`src/rtl/serial_sub_ctrl_if.sv`:
```
// Start/busy/done handshake and operand/result bus for the bit-serial subtractor.
// The requester drives the master side; the subtractor is the slave.
interface serial_sub_ctrl_if #(
    parameter int WIDTH = 8
);
    logic             start;
    logic [WIDTH-1:0] a;
    logic [WIDTH-1:0] b;
    logic             bin;
    logic             busy;
    logic             done;
    logic [WIDTH-1:0] diff;
    logic             bout;
    logic             ovf;

    modport master (
        output start, a, b, bin,
        input  busy, done, diff, bout, ovf
    );

    modport slave (
        input  start, a, b, bin,
        output busy, done, diff, bout, ovf
    );
endinterface

```
`src/rtl/serial_sub_ctrl.sv`:
```
// Bit-serial WIDTH-bit subtractor: one shared Full_sub cell, LSB first, one bit per clock.
// Results (diff/bout/ovf) update only on the RUN->DONE edge and hold until the next one.
module Full_sub (
    input  logic a,
    input  logic b,
    input  logic c,
    output logic sub,
    output logic bo
);
    assign sub = a ^ b ^ c;
    assign bo  = (~a & (b | c)) | (b & c);
endmodule

module serial_sub_ctrl #(
    parameter int WIDTH = 8
) (
    input  logic             clk,
    input  logic             rst,
    serial_sub_ctrl_if.slave bus
);
    localparam int CNT_W = (WIDTH > 1) ? $clog2(WIDTH) : 1;
    localparam logic [CNT_W-1:0] LAST = CNT_W'(WIDTH - 1);

    typedef enum logic [1:0] {
        S_IDLE,
        S_RUN,
        S_DONE
    } state_e;

    state_e           state_q;
    logic [WIDTH-1:0] a_q;
    logic [WIDTH-1:0] b_q;
    logic [WIDTH-1:0] r_q;
    logic [WIDTH-1:0] r_d;
    logic [WIDTH-1:0] diff_q;
    logic [CNT_W-1:0] cnt_q;
    logic             borrow_q;
    logic             amsb_q;
    logic             bmsb_q;
    logic             bout_q;
    logic             ovf_q;
    logic             busy_q;
    logic             done_q;
    logic             sub_w;
    logic             bo_w;

    Full_sub u_cell (
        .a   (a_q[0]),
        .b   (b_q[0]),
        .c   (borrow_q),
        .sub (sub_w),
        .bo  (bo_w)
    );

    // Result register with this cycle's difference bit shifted into the MSB.
    always_comb begin
        r_d = {sub_w, r_q[WIDTH-1:1]};
    end

    always_ff @(posedge clk) begin
        if (rst) begin
            state_q  <= S_IDLE;
            a_q      <= '0;
            b_q      <= '0;
            r_q      <= '0;
            cnt_q    <= '0;
            borrow_q <= 1'b0;
            amsb_q   <= 1'b0;
            bmsb_q   <= 1'b0;
            diff_q   <= '0;
            bout_q   <= 1'b0;
            ovf_q    <= 1'b0;
            busy_q   <= 1'b0;
            done_q   <= 1'b0;
        end else begin
            case (state_q)
                S_IDLE: begin
                    done_q <= 1'b0;
                    if (bus.start) begin
                        a_q      <= bus.a;
                        b_q      <= bus.b;
                        borrow_q <= bus.bin;
                        amsb_q   <= bus.a[WIDTH-1];
                        bmsb_q   <= bus.b[WIDTH-1];
                        cnt_q    <= '0;
                        busy_q   <= 1'b1;
                        state_q  <= S_RUN;
                    end
                end
                S_RUN: begin
                    a_q      <= a_q >> 1;
                    b_q      <= b_q >> 1;
                    r_q      <= r_d;
                    borrow_q <= bo_w;
                    if (cnt_q == LAST) begin
                        // Counter is left at WIDTH-1 rather than wrapping.
                        diff_q  <= r_d;
                        bout_q  <= bo_w;
                        ovf_q   <= (amsb_q ^ bmsb_q) & (r_d[WIDTH-1] ^ amsb_q);
                        busy_q  <= 1'b0;
                        done_q  <= 1'b1;
                        state_q <= S_DONE;
                    end else begin
                        cnt_q <= cnt_q + 1'b1;
                    end
                end
                S_DONE: begin
                    done_q  <= 1'b0;
                    state_q <= S_IDLE;
                end
                default: begin
                    busy_q  <= 1'b0;
                    done_q  <= 1'b0;
                    state_q <= S_IDLE;
                end
            endcase
        end
    end

    assign bus.busy = busy_q;
    assign bus.done = done_q;
    assign bus.diff = diff_q;
    assign bus.bout = bout_q;
    assign bus.ovf  = ovf_q;
endmodule

```
`src/flat_wrapper.sv`:
```
// flat-port wrapper written by rule: the top's interface ports become plain ports
module serial_sub_ctrl_flat 
#(
    parameter int WIDTH = 8
)
  (clk, rst, bus_start, bus_a, bus_b, bus_bin, bus_busy, bus_done, bus_diff, bus_bout, bus_ovf);
  serial_sub_ctrl_if #(.WIDTH(WIDTH)) bus_i ();
  input  logic clk;
  input  logic rst;
  input wire logic [$bits(bus_i.start)-1:0] bus_start;
  input wire logic [$bits(bus_i.a)-1:0] bus_a;
  input wire logic [$bits(bus_i.b)-1:0] bus_b;
  input wire logic [$bits(bus_i.bin)-1:0] bus_bin;
  output wire logic [$bits(bus_i.busy)-1:0] bus_busy;
  output wire logic [$bits(bus_i.done)-1:0] bus_done;
  output wire logic [$bits(bus_i.diff)-1:0] bus_diff;
  output wire logic [$bits(bus_i.bout)-1:0] bus_bout;
  output wire logic [$bits(bus_i.ovf)-1:0] bus_ovf;
  assign bus_i.start = bus_start;
  assign bus_i.a = bus_a;
  assign bus_i.b = bus_b;
  assign bus_i.bin = bus_bin;
  assign bus_busy = bus_i.busy;
  assign bus_done = bus_i.done;
  assign bus_diff = bus_i.diff;
  assign bus_bout = bus_i.bout;
  assign bus_ovf = bus_i.ovf;
  serial_sub_ctrl #(.WIDTH(WIDTH)) u_core (.clk(clk), .rst(rst), .bus(bus_i));
endmodule
```
`config.mk`:
```
export PLATFORM = sky130hd
export DESIGN_NAME = serial_sub_ctrl_flat
export DESIGN_NICKNAME = d
export VERILOG_FILES = /design/src/rtl/serial_sub_ctrl_if.sv /design/src/rtl/serial_sub_ctrl.sv /design/src/flat_wrapper.sv
export SDC_FILE = /design/constraint.sdc
export NUM_CORES = 1
export LEC_CHECK = 0
export CAP_MARGIN = 5
export CORE_UTILIZATION = 40
export CTS_CLUSTER_SIZE = 24
export DETAILED_ROUTE_END_ITERATION = 8
export SLEW_MARGIN = 25
export SYNTH_ARGS = -nofsm -noshare
export SYNTH_HDL_FRONTEND = slang
export SYNTH_HIERARCHICAL = 1
export SYNTH_SLANG_ARGS = --single-unit
```
`constraint.sdc`:
```
create_clock -name clk -period 1.9 [get_ports clk]
set_input_delay 0.57 -clock clk [delete_from_list [all_inputs] [get_ports clk]]
set_output_delay 0.57 -clock clk [all_outputs]
set_load 0.01 [all_outputs]
```
==> results.md <==
- Status: finished, final reports clean
- Crit start category: flip-flop
- Setup fix buffers added after clock tree synthesis: 0
- Largest net degree at the start of global routing: 25
- Clock power frac: a little over a third
- Seq cells post-synth: 43
- Post-Syn Area: 0.00199 mm²
- CP cell instances: clkdlybuf4s50_1
- Netlist cell types: 32
- Final net count: about 250
- Setup violators final: 0
- CP Capture Type: primary output
- Skew-Pair Late Insertion Delay: between 0.2 and 0.3 ns
- CTS tree: done
- P_int: ~1.5 mW
- Final hold vios: 0
- R2R depth: 5
- Peak supply drop: 0.000473 V
- Drt initial violations: 102
- Reg2reg start: u_core/cnt_q[0]
- Hold_ws: ~0.45 ns
- Total CTS buffers: 5
- Vias post-DR: between 1000 and 1500
- Final WL: between 3000 and 4000 µm
- # port buffers: 31
- Area Growth Syn to Fin: 19.5%
- Post-synthesis net count: between 200 and 250
- N_diodes: 0
- TritonRoute pass-1 iters: 4
- Cells after synthesis: a little over 200
- Post-DRT Antenna Nets: 0
- Period minus WS final: 1.76 ns
- Core area: approximately 0.0048 mm²
- Comb power frac: between 10% and 20%
- Hold crit path type: reg -> reg
- PostCTS Resize Cnt: 0
- RSZ-0062 raised after global routing: no
- Final worst-path cycle share: 92.6%
- Register area share after synthesis: ~43%
- Vias in the first global route: approximately 1300
- Crit path largest cell delay: about 0.54 ns
- Critical Path RT: between 1 and 1.5 ns
- FILL cells: 467
- Switching share of power: ~24%
- Hold-critical path depth: 2
- Reg power frac: about half
- Max transition margin: between 60% and 70%
- Family with the most delay on the worst path: buffers and inverters
- CP max FO: 3
- GP Congestion: slightly below 0.7
- Die area: between 0.005 and 0.006 mm²
- Sink Count: 43
- Initial core utilization: 41.9%
- Initial antenna violation count: 0
- CTS root buffer: clkbuf_8
- Fraction of layout cells with a size suffix above 1: about a fifth
- Row cnt: 25
- WP buf/inv: 1
- Die Y-Extent: slightly above 70 µm
- Yosys warns: 6
- Setup tns final: 0 ns
- CP Data Arrival Time: roughly 1.2 ns
- Hpwl dp: 2410 µm
- GRT Total Usage: between 10% and 20%
- Hold Path Sink: u_core/bus.diff[0]
- Vias per inst: roughly 4.8
- Max-slew violations: 0
- Global-route wire length before repair: 6080 µm
- Clock skew: a little under 0.007 ns
- Clk slew on worst S/H paths: 0.08 ns
- Residual DRC: 0
- Max-cap viol count: 0
- Cts hold-fix bufs: 0
- F_max: 568 MHz
- Mean Syn Cell Area: around 9.9 µm²
- Kind of critical path: reg -> out
- Total power: 1.94 mW
- Commonest non-fill, non-tap cell in the layout: dfxtp_1
- PD cells: 814 mW/mm²
- Gr ovfl total: 0
- Reg-to-Reg End: u_core/bus.ovf
- Wire per inst: between 10 and 15 µm
- Chip width: 72.6 µm
- Critical-path top delay cell: clkdlybuf4s50_1
- Most frequent cells in the layout: 43 x dfxtp_1, 30 x clkdlybuf4s50_1, 29 x nand2_1
- Worst R2R Setup Slack: roughly 0.24 ns
- Sw power: around 0.47 mW
- # IOs: 32
- Max clock buf depth: 2
- Static leakage: ~0.84 nW
- Slew @ Worst Pin: roughly 0.46 ns
- Worst Min Path Start: u_core/bus.diff[0]
- CTS HTree Levels: 2
==> synth_stat cells, drive strengths merged <==
library cell / n / area (µm²)
a211oi: 17 / 203
clkbuf: 9 / 85.1
inv: 2 / 7.51
a21o: 1 / 7.51
fa: 1 / 20.0
ha: 2 / 25.0
or2b: 2 / 16.3
nand3b: 2 / 15.0
nand2b: 3 / 18.8
o21bai: 1 / 7.51
nor3b: 1 / 7.51
nor3: 1 / 5.00
o21ai: 2 / 10.0
nor4b: 1 / 8.76
a31oi: 3 / 18.8
nand3: 12 / 60.1
a21oi: 23 / 115
mux2i: 16 / 160
buf: 9 / 95.1
dfxtp: 43 / 861
nor2: 20 / 113
and2b: 1 / 8.76
nand2: 29 / 109
o21ba: 1 / 16.3
==> power by group through the flow <==
stage                     clock network [mW]  logic, mW  registers (mW)
after floorplan                            0      0.224           0.992
after global placement                     0      0.272            1.00
after detailed placement                   0      0.275            1.00
after CTS                              0.708      0.277           0.983
after global routing                   0.741      0.302           0.989
final                                  0.685      0.272           0.982
==> worst max path at each step <==
| stage | from | endpoint | slack [ns] | cells after the start |
|---|---|---|---|---|
| final | u_core/bus.busy | bus_busy | 0.14 | 1 |
| after global routing | u_core/cnt_q[0] | u_core/bus.ovf | 0.04 | 5 |
| after CTS | u_core/bus.busy | bus_busy | 0.12 | 1 |
| after detailed placement | bus_start | u_core/a_q[4] | 0.12 | 5 |
| after global placement | bus_start | u_core/b_q[1] | 0.13 | 5 |
| after floorplan | u_core/cnt_q[0] | u_core/bus.diff[7] | 0.49 | 7 |
==> per-stage QoR <==
step,utilization [%],setup WS [ns],cell area (µm²),std cells
floorplan,-,0.495,1990,202
detailed placement,47.9,0.116,2280,289
global route,50.1,0.0360,2380,296
CTS,50.1,0.120,2380,296
finish,50.1,0.141,2380,296
global placement,47.9,0.129,2280,289
==> cell families (layout without fill, tap and decap cells) <==
group	after synthesis	in the layout	share of synthesized area, %
and+or+nand+nor	72	72	18.1
AOI/OAI and AO/OA	48	48	19.0
DFF	43	43	43.2
buffers and inverters	20	47	9.42
muxes	16	16	8.03
adders and majority gates	3	3	2.26
==> flip-flops by register name, summed over array words and instances (netlist names), 2 cells and up <==
register / flops
u_core/a_q: 8
u_core/b_q: 8
u_core/state_q: 2
u_core/cnt_q: 3
u_core/bus.diff: 8
u_core/r_q: 7
==> routing by layer <==
layer	up-vias	track usage, %	share of wire [%]
li1	751	-	-
met1	652	21.6	54
met2	27	21.2	40
met3	4	4.42	4.1
met4	0	5.88	1.6
met5	-	0	0
==> cell type report <==
type | count | area [µm²] | share of cell area, %
Timing Repair Buffer | 38 | 383 | 16.1
Clock buffer | 6 | 72.6 | 3.05
Inverter | 2 | 7.51 | 0.315
Sequential cell | 43 | 861 | 36.1
Clock inverter | 1 | 30.0 | 1.26
Tap cell | 67 | 83.8 | 3.52
Multi-Input combinational cell | 139 | 945 | 39.7
No activity file was read; power rests on OpenSTA's default activity.
